## config.mk

```make
export PLATFORM = sky130hd
export DESIGN_NAME = mux_tree_pipe
export DESIGN_NICKNAME = d
export VERILOG_FILES = /design/src/rtl/mux_tree_pipe.sv
export SDC_FILE = /design/constraint.sdc
export NUM_CORES = 1
export LEC_CHECK = 0
export CORE_ASPECT_RATIO = 1.1
export CORE_MARGIN = 2
export CORE_UTILIZATION = 54
export CTS_CLUSTER_DIAMETER = 60
export CTS_CLUSTER_SIZE = 40
export DETAILED_ROUTE_END_ITERATION = 7
export PLACE_DENSITY = 0.85
export SETUP_SLACK_MARGIN = 0.1
export SYNTH_ARGS = -nofsm -noshare
export SYNTH_HDL_FRONTEND = slang
export SYNTH_SLANG_ARGS = --single-unit
export TNS_END_PERCENT = 20
```

## constraint.sdc

```tcl
create_clock -name clk -period 4.05 [get_ports clk]
set_input_delay 0.81 -clock clk [delete_from_list [all_inputs] [get_ports clk]]
set_output_delay 0.81 -clock clk [all_outputs]
set_load 0.05 [all_outputs]
```

## src/rtl/mux_tree_pipe.sv

```systemverilog
// Pipelined N:1 multiplexer built as a binary tree of registered 2:1 stages.
// Stage k halves the lane count using sel bit k, so sel[0] resolves first.
// A single global advance enable stalls the whole tree under backpressure.
module mux_tree_pipe #(
  parameter int WIDTH = 8,
  parameter int SEL_W = 4
) (
  input  logic                        clk,
  input  logic                        rst,
  input  logic                        in_valid,
  output logic                        in_ready,
  input  logic [(2**SEL_W)*WIDTH-1:0] din,
  input  logic [SEL_W-1:0]            sel,
  output logic                        out_valid,
  input  logic                        out_ready,
  output logic [WIDTH-1:0]            dout,
  output logic [SEL_W-1:0]            out_sel
);

  localparam int N = 2**SEL_W;

  logic adv;

  // Whole pipeline moves when the output slot is empty or being drained.
  always_comb begin
    adv      = !out_valid || out_ready;
    in_ready = adv;
  end

  for (genvar k = 0; k < SEL_W; k++) begin : g_stg
    localparam int NI = N >> k;
    localparam int NO = NI / 2;

    logic [NI*WIDTH-1:0] lane_in;
    logic                vld_in;
    logic [SEL_W-1:0]    sel_in;

    logic [NO*WIDTH-1:0] lane_d, lane_q;
    logic                vld_d, vld_q;
    logic [SEL_W-1:0]    sel_d, sel_q;

    // ---- stage k input: din/sel for stage 0, previous stage otherwise ----
    if (k == 0) begin : g_src
      assign lane_in = din;
      assign vld_in  = in_valid;
      assign sel_in  = sel;
    end else begin : g_chain
      assign lane_in = g_stg[k-1].lane_q;
      assign vld_in  = g_stg[k-1].vld_q;
      assign sel_in  = g_stg[k-1].sel_q;
    end

    // Valid follows its predecessor on advance; data/sel load only on a valid item.
    always_comb begin
      lane_d = lane_q;
      vld_d  = vld_q;
      sel_d  = sel_q;
      if (adv) begin
        vld_d = vld_in;
        if (vld_in) begin
          sel_d = sel_in;
          for (int j = 0; j < NO; j++) begin
            lane_d[j*WIDTH +: WIDTH] = sel_in[k] ? lane_in[(2*j+1)*WIDTH +: WIDTH]
                                                 : lane_in[(2*j)*WIDTH +: WIDTH];
          end
        end
      end
    end

    // Stage k register; reset clears data too so dout/out_sel read 0 after reset.
    always_ff @(posedge clk) begin
      if (rst) begin
        lane_q <= '0;
        vld_q  <= 1'b0;
        sel_q  <= '0;
      end else begin
        lane_q <= lane_d;
        vld_q  <= vld_d;
        sel_q  <= sel_d;
      end
    end
  end

  // ---- final stage drives the consumer side ----
  always_comb begin
    out_valid = g_stg[SEL_W-1].vld_q;
    dout      = g_stg[SEL_W-1].lane_q;
    out_sel   = g_stg[SEL_W-1].sel_q;
  end

endmodule
```

==> results of run 1 <==
## cell type report
type,instances,area share (%)
multi-input combinational,413,37.7
timing repair buffer,157,18.6
clock buffer,20,5.47
sequential,140,33.6
inverter,1,0.0600
tap,150,2.25
clock inverter,11,2.29
## power by group through the flow
stage               logic (uW)  clock network, uW  registers, uW
floorplan                  275                  0           1540
global placement           444                  0           1550
detailed placement         458                  0           1560
CTS                        462               1700           1530
global route               500               1760           1540
finish                     462               1690           1530
## worst paths after layout
check | from | endpoint | depth (start not counted) | slack [ps]
worst max register to register | out_valid$_SDFFE_PP0P_ | g_stg[2].lane_q[10]$_SDFFE_PP0P_ | 5 | 1930
worst min-delay path | out_sel[0]$_SDFFE_PP0P_ | out_sel[0]$_SDFFE_PP0P_ | 2 | 480
worst min register to register | out_sel[0]$_SDFFE_PP0P_ | out_sel[0]$_SDFFE_PP0P_ | 2 | 480
worst max-delay path | out_ready | in_ready | 4 | 1410
## synth_stat cells
master	instances	share of area (%)
dfxtp_1	140	44
o21ai_1	4	0.32
a21oi_1	123	9.8
nand2_1	7	0.42
buf_6	3	0.54
inv_2	1	0.059
and2_1	4	0.40
nand4b_1	4	0.56
nor2_1	2	0.12
buf_4	2	0.24
nand2b_1	16	1.6
a211oi_2	16	3.2
clkbuf_2	2	0.16
buf_2	38	3.0
mux2i_1	132	21
clkbuf_1	29	1.7
a211oi_1	104	12
nor2b_4	1	0.22
## critical path, cell delays in order
cell	delay [ps]
clkdlybuf4s50_1	450
nor2b_4	200
clkinv_2	150
buf_4	220
## per-layer routing
layer | wire (um) | up-vias | share of wire, %
met3 | 743 | 36 | 4.8
met5 | 0 | - | 0
met2 | 7800 | 164 | 51
li1 | - | 2562 | -
met4 | 350 | 0 | 2.3
met1 | 6440 | 2509 | 42
## metrics by stage
stage | cells | total power [uW] | utilization (%) | instance area, um^2
after global routing | 892 | 3800 | 72.9 | 8340
after CTS | 892 | 3690 | 72.9 | 8340
after floorplan | 628 | 1810 | - | 6310
after detailed placement | 861 | 2010 | 67.3 | 7690
final | 892 | 3680 | 72.9 | 8340
after global placement | 861 | 2000 | 67.3 | 7690
## sequential cells by signal (all words and copies together) (netlist names)
signal	cells
g_stg.vld_q	3
g_stg.sel_q	12
dout	8
out_valid	1
out_sel	4
g_stg.lane_q	112
## logic make-up after synthesis
kind of cell / synth area share [%]
AO/OA/AOI/OAI: 25.6
buffers and inverters: 5.73
multiplexers: 20.9
flip-flops: 44.4
AND/OR/NAND/NOR: 3.29
==> flow_metrics.tcl, run 1 <==
set metrics [dict create \
    layout_commonest_cell "clkdlybuf4s50_1" \
    max-slew-margin-rel_pct 28.3 \
    rsz0062_at_grt "false" \
    ys_ff_latch 140 \
    busiest_layer "met2" \
    gr-total-overflow 0 \
    clockBufferDepth 2 \
    grt_use_total_pct 25.0 \
    drt_iter0_markers 371 \
    min_period_ps 2640 \
    row_count 41 \
    finalSetupViolCount 0 \
    critical_path_required_ps 3240 \
    routed_wirelength_mm 15.3 \
    drc_errors 0 \
    p_clk_share_pct 45.9 \
    post-place-ws_ps 1010 \
    cap_violations 0 \
    p_seq_share_pct 41.6 \
    cts_tree "yes" \
    grt_pass1_vias 5300 \
    end_kind "output pin" \
    power.internal_uw 2840 \
    maxSlewViolCount 0 \
    use_met3_pct 5.67 \
    syn-num-nets 764 \
    insertion_delay_ps 410 \
    grt_use_met1_pct 30.0 \
    clkTransAtPathRegs_ps 60 \
    cellLeakagePower_uw 0.00303 \
    layout_common_cells "clkdlybuf4s50_1 (145), dfxtp_1 (139), mux2i_1 (132), a21oi_1 (123), a211oi_1 (104)" \
    area_delta_synth_final_pct 32.2 \
    hold_viol 0 \
    timing.final.ws_setup_ps 1410 \
    ios 150 \
    irDropWorstVdd_v 0.000288 \
    max_freq_mhz 379 \
    crit_path_start_kind "primary input" \
    hold-worst-slack_ps 479 \
    synth_warnings 0 \
    post_cts_buffers 0 \
    die_h_um 117 \
    die_w_um 107 \
    worstSetupPathType "in2out" \
    first_pass_iters 4 \
    fin_skew_ps 5.18 \
    outcome "finished, final reports clean" \
    p_switching_uw 841 \
    fill_cells 810 \
    dieArea_um2 12600 \
    ant_nets 0 \
    hp-class "reg2reg" \
    yosysUniqueCellTypes 18 \
    n_antenna_cell 0 \
    htree_levels 4 \
    antenna_found_initial 0 \
    p_comb_share_pct 12.6 \
    vias 5271 \
    totalNegativeSetupSlack_ps 0 \
    vias_per_cell 5.91 \
    grt_first_pass_wirelength_mm 25.3 \
    cp.arrival_ps 1830 \
    worst_pin_slew_ps 1070 \
    p_per_area_nw_per_um2 441 \
    switching_share_pct 22.9 \
    drive_gt1_share_pct 8.36 \
    wl_per_cell_um 17.2 \
    portBuffers 149 \
    synth_cells 628 \
    multi_input_area_um2 3150 \
    hold_buffers 0 \
    period_share_pct 65.2 \
    gp_congestion 0.771 \
    syn_area_um2 6310 \
    grt_use_met2_pct 42.7 \
    grt_start_max_net_pins 94 \
    post_cts_resized 0 \
    dp_hpwl_mm 10.3 \
    crit_path_max_fanout 9 \
    synth.yosys.seq_area_share_pct 44.4 \
    clockRootBuffer "clkbuf_16" \
    final_nets 866 \
    seq_area_um2 2800 \
    cts.sinks 140 \
    synth_area_per_cell_um2 10.0 \
    core_area_um2 11400 \
    start_util_pct 55.2 \
    cts_buffers 17 \
]
Note: power is estimated with default switching activity, not from simulation.
==> inputs of run 2 (changes only) <==
- CORE_UTILIZATION: 54 -> 50
- PLACE_DENSITY: 0.85 -> 0.79
- clock period: 4.05 -> 2.6 ns (I/O delays scaled with it)
==> flow_metrics.tcl, run 2 (same netlist as run 1, synthesis figures left out) <==
set metrics [dict create \
    insertion_delay_ps 410 \
    max-slew-margin-rel_pct 58.0 \
    p_clk_share_pct 47.1 \
    crit_path_max_fanout 2 \
    crit_path_start_kind "flop" \
    p_comb_share_pct 12.6 \
    maxSlewViolCount 0 \
    clkTransAtPathRegs_ps 60 \
    clockBufferDepth 2 \
    portBuffers 149 \
    p_per_area_nw_per_um2 692 \
    end_kind "output pin" \
    period_share_pct 79.7 \
    outcome "finished, final reports clean" \
    finalSetupViolCount 0 \
    worst_path_largest_cell_delay_ps 800 \
    antenna_found_initial 0 \
    gr-total-overflow 0 \
    path_buf_inv 1 \
    fill_cells 912 \
    fin_skew_ps 6.49 \
    drive_gt1_share_pct 9.44 \
    critical_path_required_ps 2080 \
    critPathTopFamily "buffers and inverters" \
    cap_violations 0 \
    grt_pass1_vias 5010 \
    wl_per_cell_um 16.6 \
    worstSetupPathType "reg2out" \
    cellLeakagePower_uw 0.00311 \
    final_nets 875 \
    post_cts_buffers 0 \
    drt_iter0_markers 444 \
    rsz0062_at_grt "false" \
    vias 5172 \
    routed_wirelength_mm 15.1 \
    die_h_um 122 \
    p_switching_uw 1310 \
    start_util_pct 50.6 \
    dp_hpwl_mm 10.6 \
    switching_share_pct 22.4 \
    drc_errors 0 \
    clockRootBuffer "clkbuf_16" \
    die_w_um 111 \
    cp_slowest_cell "clkdlybuf4s50_1" \
    cp_cell_sequence "clkdlybuf4s50_1" \
    grt_first_pass_wirelength_mm 24.3 \
    min_period_ps 2070 \
    n_antenna_cell 0 \
    ant_nets 0 \
    area_delta_synth_final_pct 34.6 \
    dpl_cell_area_um2 7810 \
    r2r_cells 5 \
    layout_common_cells "clkdlybuf4s50_1 (145), dfxtp_1 (139), mux2i_1 (132), a21oi_1 (123), a211oi_1 (104)" \
    cts.sinks 140 \
    cts_buffers 17 \
    p_seq_share_pct 40.3 \
    irDropWorstVdd_v 0.000464 \
    dieArea_um2 13500 \
    hold_buffers 0 \
    layout_commonest_cell "clkdlybuf4s50_1" \
    core_area_um2 12500 \
    htree_levels 4 \
    ios 150 \
    max_freq_mhz 483 \
    worst_pin_slew_ps 629 \
    totalNegativeSetupSlack_ps 0 \
    cts_tree "yes" \
    grt_start_max_net_pins 79 \
    power.internal_uw 4560 \
    grt_use_total_pct 22.1 \
    hold_viol 0 \
    largest_reg_flops 112 \
    vias_per_cell 5.69 \
    hp-class "in2reg" \
    cp.arrival_ps 1550 \
    row_count 43 \
    first_pass_iters 5 \
    design_area_um2 8490 \
    whs_path_depth 2 \
    post_cts_resized 0 \
    crit_cells 1 \
    gp_congestion 0.782 \
    regMostFlops "g_stg.lane_q" \
]
## run 2: routing by layer
layer  routed length [um]  GRT usage, %  vias to the layer above
li1                     -             -                     2581
met1                 6530          27.3                     2442
met2                 7740          39.1                      139
met3                  695          4.78                       10
met4                  122          6.64                        0
met5                    0             0                        -
## run 2: final cells by class
cell class              instances  area, um^2  share of cell area (%)
multi-input cells             413        3150                    37.1
flip-flops and latches        140        2800                    33.0
repair buffers                166        1660                    19.5
clock buffers                  22         474                    5.58
clock inverters                10         210                    2.47
well taps                     157         196                    2.31
inverters                       1        5.00                  0.0589
## run 2: through the flow
stage	instances	worst slack (ps)	util, %	hold WS [ps]	power (uW)
after floorplan	628	715	-	449	2820
after global placement	877	445	62.6	462	3120
after detailed placement	877	294	62.6	470	3150
after CTS	909	506	68.0	462	5900
after global routing	909	483	68.0	480	6070
final	909	528	68.0	471	5880
## run 2: power by group through the flow
stage / Clock, uW / Sequential [uW] / Combinational [uW]
4_1_cts: 2790 / 2370 / 745
3_5_place_dp: 0 / 2410 / 740
2_1_floorplan: 0 / 2400 / 428
3_3_place_gp: 0 / 2400 / 718
6_report: 2770 / 2370 / 742
5_1_grt: 2890 / 2380 / 806
## run 2: final timing paths
path | start | to | slack (ps)
hold reg to reg | g_stg[0].sel_q[0]$_SDFFE_PP0P_ | g_stg[0].sel_q[0]$_SDFFE_PP0P_ | 480
hold / removal | rst | out_valid$_SDFFE_PP0P_ | 470
setup reg to reg | out_valid$_SDFFE_PP0P_ | g_stg[0].lane_q[4]$_SDFFE_PP0P_ | 940
setup / recovery | dout[7]$_SDFFE_PP0P_ | dout[7] | 530
